**config.mk**
```make
export PLATFORM = sky130hd
export DESIGN_NAME = id_ex_stage
export DESIGN_NICKNAME = d
export VERILOG_FILES = /design/src/rtl/id_ex_stage.sv
export SDC_FILE = /design/constraint.sdc
export NUM_CORES = 1
export LEC_CHECK = 0
export CAP_MARGIN = 20
export CORE_MARGIN = 8
export CORE_UTILIZATION = 32
export CTS_CLUSTER_DIAMETER = 60
export CTS_CLUSTER_SIZE = 20
export DETAILED_ROUTE_END_ITERATION = 6
export GPL_TIMING_DRIVEN = 0
export PLACE_DENSITY = 0.78
export SETUP_SLACK_MARGIN = 0.15
export SLEW_MARGIN = 5
export SYNTH_ARGS = -nofsm -noshare
export SYNTH_HDL_FRONTEND = slang
export SYNTH_SLANG_ARGS = --single-unit
```
**constraint.sdc**
```tcl
create_clock -name clk_i -period 2 [get_ports clk_i]
set_clock_uncertainty 0.15 [all_clocks]
set_input_delay 0.4 -clock clk_i [delete_from_list [all_inputs] [get_ports clk_i]]
set_output_delay 0.4 -clock clk_i [all_outputs]
set_load 0.01 [all_outputs]
```
**src/rtl/id_ex_stage.sv**
```systemverilog
// rtl/id_ex_stage.sv - ID/EX pipeline register with load-use stall, flush bubbles and bubble counter
module id_ex_stage #(
    parameter int CNT_W = 16
) (
    input  logic             clk_i,
    input  logic             rst_i,
    input  logic [7:0]       Control_i,
    input  logic [31:0]      RSdata_i,
    input  logic [31:0]      RTdata_i,
    input  logic [31:0]      SignExt_i,
    input  logic [4:0]       RSaddr_i,
    input  logic [4:0]       RTaddr_i,
    input  logic [4:0]       RDaddr_i,
    input  logic [5:0]       Funct_i,
    input  logic             Flush_i,
    output logic             Stall_o,
    output logic [7:0]       Control_o,
    output logic [31:0]      RSdata_o,
    output logic [31:0]      RTdata_o,
    output logic [31:0]      SignExt_o,
    output logic [4:0]       RSaddr_o,
    output logic [4:0]       RTaddr_o,
    output logic [4:0]       WriteReg_o,
    output logic [5:0]       Funct_o,
    output logic [CNT_W-1:0] BubbleCnt_o
);

    localparam logic [CNT_W-1:0] CNT_MAX = {CNT_W{1'b1}};

    logic bubble;

    // Hazard uses only the EX copy of MemRead, so a bubble always clears it next cycle
    assign Stall_o = Control_o[2] && (RTaddr_o != 5'd0) &&
                     ((RTaddr_o == RSaddr_i) || (RTaddr_o == RTaddr_i));
    assign bubble  = Flush_i | Stall_o;

    always_ff @(posedge clk_i or negedge rst_i) begin
        if (!rst_i) begin
            Control_o   <= 8'h00;
            RSdata_o    <= 32'd0;
            RTdata_o    <= 32'd0;
            SignExt_o   <= 32'd0;
            RSaddr_o    <= 5'd0;
            RTaddr_o    <= 5'd0;
            WriteReg_o  <= 5'd0;
            Funct_o     <= 6'd0;
            BubbleCnt_o <= '0;
        end else begin
            Control_o  <= bubble ? 8'h00 : Control_i;
            RSdata_o   <= RSdata_i;
            RTdata_o   <= RTdata_i;
            SignExt_o  <= SignExt_i;
            RSaddr_o   <= RSaddr_i;
            RTaddr_o   <= RTaddr_i;
            WriteReg_o <= Control_i[7] ? RDaddr_i : RTaddr_i;
            Funct_o    <= Funct_i;
            if (bubble && (BubbleCnt_o != CNT_MAX)) begin
                BubbleCnt_o <= BubbleCnt_o + 1'b1;
            end
        end
    end

endmodule
```
**Word level (Yosys, flattened, before mapping)**

Index checks and enable logic that the tools add are counted.

- Add/sub/neg operators: 1
- Multiply operators: 0
- Div/mod/pow operators: 0
- Order comparisons: 0
- Equality and inequality tests: 3
- Shift-type cells: 0
- Multiplexer cells: 2
- Bitwise operators: 1
- Reduce and logical (&&, ||, !) cells: 5

Operator list:

| cell | number |
|---|---|
| adder 16 x 1 -> 16 bit, second input constant | 1 |
| inequality test 16 bit, second input constant | 1 |
| equality test 5 bit | 2 |
| two-way mux 8 bit | 1 |
| two-way mux 5 bit | 1 |
| nonzero test 5 bit | 1 |
| logical AND 1 bit | 3 |
| logical OR 1 bit | 1 |
| bitwise OR 1 bit | 1 |

- Register bits: 141
- Bits in latches: 0
- Memory bits (writable): 0
- ROM bits: 0
- Input port bits: 128
- Output and inout port bits: 142
- Word-level logic and storage cells: 21
- Memories: 0

**Depth between registers and ports, before layout**

- Depth in word-level cells: 5
- Mapped depth: 7
- Mapped depth without buffers: 6

**Worst setup path after synthesis**

Ideal clock, no wire load.

- Kind: register to register
- From: register RTaddr_o[1]
- To: register BubbleCnt_o[1]
- Setup time: 0.125 ns
- Arrival time: 1.728 ns
- Required time: 1.725 ns
- Path slack: -0.003 ns
- Cell stages (with the launch flop): 7
- Path buffers: 0
- Clock period less this slack: 2.003 ns
- Cell sequence: dfrtp_1 -> or4_1 -> o21ai_1 -> inv_1 -> a21oi_4 -> nor2_1 -> mux2_4

- Longest elaborated chain between the ends: 5
- Elaborated cells on any way between the ends: 8

Ends and longest elaborated chain:

| element | line | text |
|---|---|---|
| from (decl) | 22 | `output logic [4:0] RTaddr_o,` |
| from (signal assigned) | 54 | `RTaddr_o <= RTaddr_i;` |
| equality test 5 bit or nonzero test 5 bit (tied branches) | 34, 33 |  |
| logical OR 1 bit or logical AND 1 bit (tied branches) | 34, 33 |  |
| logical AND 1 bit * | 33 | `assign Stall_o = Control_o[2] && (RTaddr_o != 5'd0) &&` |
| bitwise OR 1 bit * | 35 | `assign bubble = Flush_i \| Stall_o;` |
| logical AND 1 bit * | 57 | `if (bubble && (BubbleCnt_o != CNT_MAX)) begin` |
| to (signal assigned) | 58 | `BubbleCnt_o <= BubbleCnt_o + 1'b1;` |
| to (decl) | 25 | `output logic [CNT_W-1:0] BubbleCnt_o` |

Every way passes the cells marked *; elsewhere a longest branch is shown, timed or not.
A chain may end at the register's enable or synchronous reset.

**Worst setup path after layout**

- From: register RTaddr_o[3]
- To: output Stall_o

- Longest elaborated chain between the ends: 3
- Elaborated cells on any way between the ends: 6

Ends and longest elaborated chain:

| element | line | text |
|---|---|---|
| equality test 5 bit or nonzero test 5 bit (tied branches) | 34, 33 |  |
| logical OR 1 bit or logical AND 1 bit (tied branches) | 34, 33 |  |
| logical AND 1 bit * | 33 |  |
| to (decl) | 16 | `output logic Stall_o,` |

Marks and branches as above.

==> impl_metrics.py <==
metrics = {
    "worst_setup_path": {
        "critical-path-slowest-cell": "or4_1",
        "path_buf_inv": 2,
        "crit_required_ns": 1.45,
        "cpLargestDelayFamily": "simple AND/OR/NAND/NOR gates",
        "ff2ff_path_depth": 9,
        "worstSetupPathType": "register to output pin",
        "start_kind": "register",
        "r2r-end": "BubbleCnt_o[1]$_DFFE_PN0P_",
        "ff2ff_setup_slack_ns": -0.26,
        "worst-path-max-fanout": 2,
        "end_kind": "output pin",
        "worstPathArrival_ns": 1.78,
        "cpPeakStageDelay_ns": 0.52,
        "path_cells": "or4_1, o21ai_1, inv_1, and2_4, buf_6",
        "reg2reg_from": "RTaddr_o[3]$_DFF_PN0_",
    },
    "synth": {
        "yosysUniqueCellTypes": 28,
        "synthCells": 229,
        "yosys.area.top_type": "dfrtp_1",
        "synth_area_leaders": "dfrtp_1, xnor2_1, xor2_1, and2_1, mux2_2",
        "syn_nets": 358,
        "synth-seq-cells": 141,
        "synth-main-ff-cell": "dfrtp_1",
        "yosys-top-cells-count": "dfrtp_1, xnor2_1, and2_1",
        "yosysSeqAreaShare": 0.844,
        "synth_area_um2": 4180,
        "synth_top_area_share": 0.844,
        "synth.most_common_cell": "dfrtp_1",
        "syn_area_per_cell_um2": 18.3,
        "async_flop_share": 1.00,
        "ys_warn_count": 0,
        "synth_edf_count": 0,
    },
    "placement": {
        "gp_congestion": 0.761,
        "dp_slack_ns": -0.730,
        "post_dp_cell_area_um2": 7140,
        "hpwlAfterDp_mm": 11.2,
        "portBuffers": 269,
    },
    "run_status": {
        "status": "finished with violations",
        "violations": "negative setup slack",
    },
    "floorplanning": {
        "io_pins": 270,
        "chipWidth_um": 130,
        "rows": 41,
        "fp.dieH_um": 130,
        "die_area_um2": 17000,
        "initial_utilization": 0.330,
        "coreArea_um2": 12700,
    },
    "timing": {
        "max_freq_mhz": 428,
        "tightest_slew_ns": 0.618,
        "slew_viol_final": 0,
        "tns_ns": -4.50,
        "whs_ns": 0.269,
        "finalCritPeriodShare": 1.17,
        "rsz0062_at_grt": "yes",
        "relSlewSlack": 0.588,
        "fin_crit_ns": 2.33,
        "setup-violations-final": 25,
        "finalHoldViolations": 0,
        "setup_ws_ns": -0.334,
    },
    "cells_and_area": {
        "multi_input_area_um2": 649,
        "seq_area_um2": 3530,
        "nFillCells": 1001,
        "syn_to_final_growth_pct": 87.2,
        "design_area_um2": 7830,
        "fin_nets": 662,
        "layout-drive-gt1-share": 0.121,
        "n_antenna_cell": 0,
    },
    "cts": {
        "htree_num_levels": 4,
        "cts_root_buffer": "clkbuf_16",
        "clkTransAtPathRegs_ns": 0.06,
        "insertion_delay_ns": 0.41,
        "cts_buffers": 17,
        "clock_sinks": 141,
        "cts.path.max_buffers": 2,
        "cts_tree": "yes",
    },
    "hold_path": {
        "hold_end": "SignExt_o[8]$_DFF_PN0_",
        "min_path_type": "input pin to register",
        "hold_depth": 1,
        "min_from": "SignExt_i[8]",
    },
    "routing": {
        "wirelength_mm": 14.9,
        "routedWlPerCell_um": 20.7,
        "vias": 3034,
        "firstDrtPassIters": 4,
        "avgViaCountPerCell": 4.23,
        "drt_iter0_markers": 103,
        "drtAntennaViolNets": 0,
        "drc": 0,
    },
    "power": {
        "power.leakage_nw": 3.77,
        "power_mw": 7.55,
        "power.density_nw_per_um2": 965,
        "peakVddDrop_uv": 558,
    },
    "global_routing": {
        "grt_pass1_wl_mm": 20.2,
        "grt_pass1_vias": 3265,
        "antenna_found_initial": 0,
        "overflow": 0,
        "grt_max_degree": 76,
        "track_usage": 0.166,
    },
    "flow_run": {
        "cap_violations": 0,
    },
}
## timing repair
action	4_1_cts	5_1_grt
endpoints found under the hold margin	66	0
setup buffers	12	0
resized for setup	119	25
setup endpoints to repair	129	49
hold buffers	1	0
cloned	2	0
pin swaps	4	1
## worst register-to-register path: cells and delay by family, from the launching register on
kind | cells | cell delay (ns)
and+or+nand+nor | 2 | 0.58
buffers and inverters | 4 | 0.45
DFF | 1 | 0.37
muxes | 1 | 0.30
AOI/OAI and AO/OA | 2 | 0.29
## routing by layer
metal | track usage | part of all wire | vias to the layer above
li1 | - | - | 1364
met2 | 0.309 | 0.55 | 147
met3 | 0.0661 | 0.094 | 23
met5 | 0 | 0 | -
met1 | 0.158 | 0.33 | 1500
met4 | 0.0731 | 0.021 | 0
## worst max path at each step
stage,startpoint,endpoint,slack [ns],depth (start not counted)
after CTS,RTaddr_o[3]$_DFF_PN0_,Stall_o,-0.36,5
after global placement,rst_i,RSdata_o[23]$_DFF_PN0_,-4.83,1
after detailed placement,RTaddr_i[3],Stall_o,-0.73,6
after global routing,RTaddr_o[2]$_DFF_PN0_,Stall_o,-0.41,5
final,RTaddr_o[3]$_DFF_PN0_,Stall_o,-0.33,5
after floorplan,RTaddr_o[4]$_DFF_PN0_,BubbleCnt_o[1]$_DFFE_PN0P_,0.05,6
## per-stage QoR
step,cells,utilization
after floorplan,229,-
after global placement,670,0.561
after global routing,718,0.618
after detailed placement,671,0.563
final,718,0.618
after CTS,718,0.613
## final cells by class
type                            count  area share
Multi-Input combinational cell     82      0.0830
Clock buffer                       19      0.0566
Timing Repair Buffer              285       0.357
Inverter                            4     0.00192
Tap cell                          172      0.0275
Buffer                              2     0.00288
Clock inverter                     13      0.0206
Sequential cell                   141       0.451
## report_power, final
part / switching, mW / internal, mW / total (mW)
sequential: 0.138 / 3.07 / 3.21
clock: 1.21 / 2.00 / 3.21
combinational: 0.490 / 0.645 / 1.13
total: 1.83 / 5.72 / 7.55
## logic make-up after synthesis
family	share of synthesized area
buffers and inverters	0.00748
adders and majority gates	0.00299
DFF	0.844
xor gates and xnor gates	0.0482
AOI/OAI and AO/OA	0.0159
and+or+nand+nor	0.0644
muxes	0.0171
## flip-flops by register name (all words and copies together), names as in the netlist
register and cells:
RSaddr_o 5, Funct_o 6, RSdata_o 32, RTdata_o 32, Control_o 8, RTaddr_o 5, WriteReg_o 5, BubbleCnt_o 16
SignExt_o 32
## layout by cell type (no fill, tap or decap), types with 4 or more instances in the layout
cell             instances
inv_1                    4
and2_1                   7
nand4_1                  4
mux2_2                   5
xor2_1                   9
clkinv_2                 4
dlymetal6s2s_1          24
dfrtp_1                141
buf_6                    7
clkbuf_16               17
dlygate4sd2_1          104
buf_4                   10
clkdlybuf4s50_1        139
xnor2_1                 14
nand2_1                  7
Note: power is estimated with default switching activity, not from simulation.
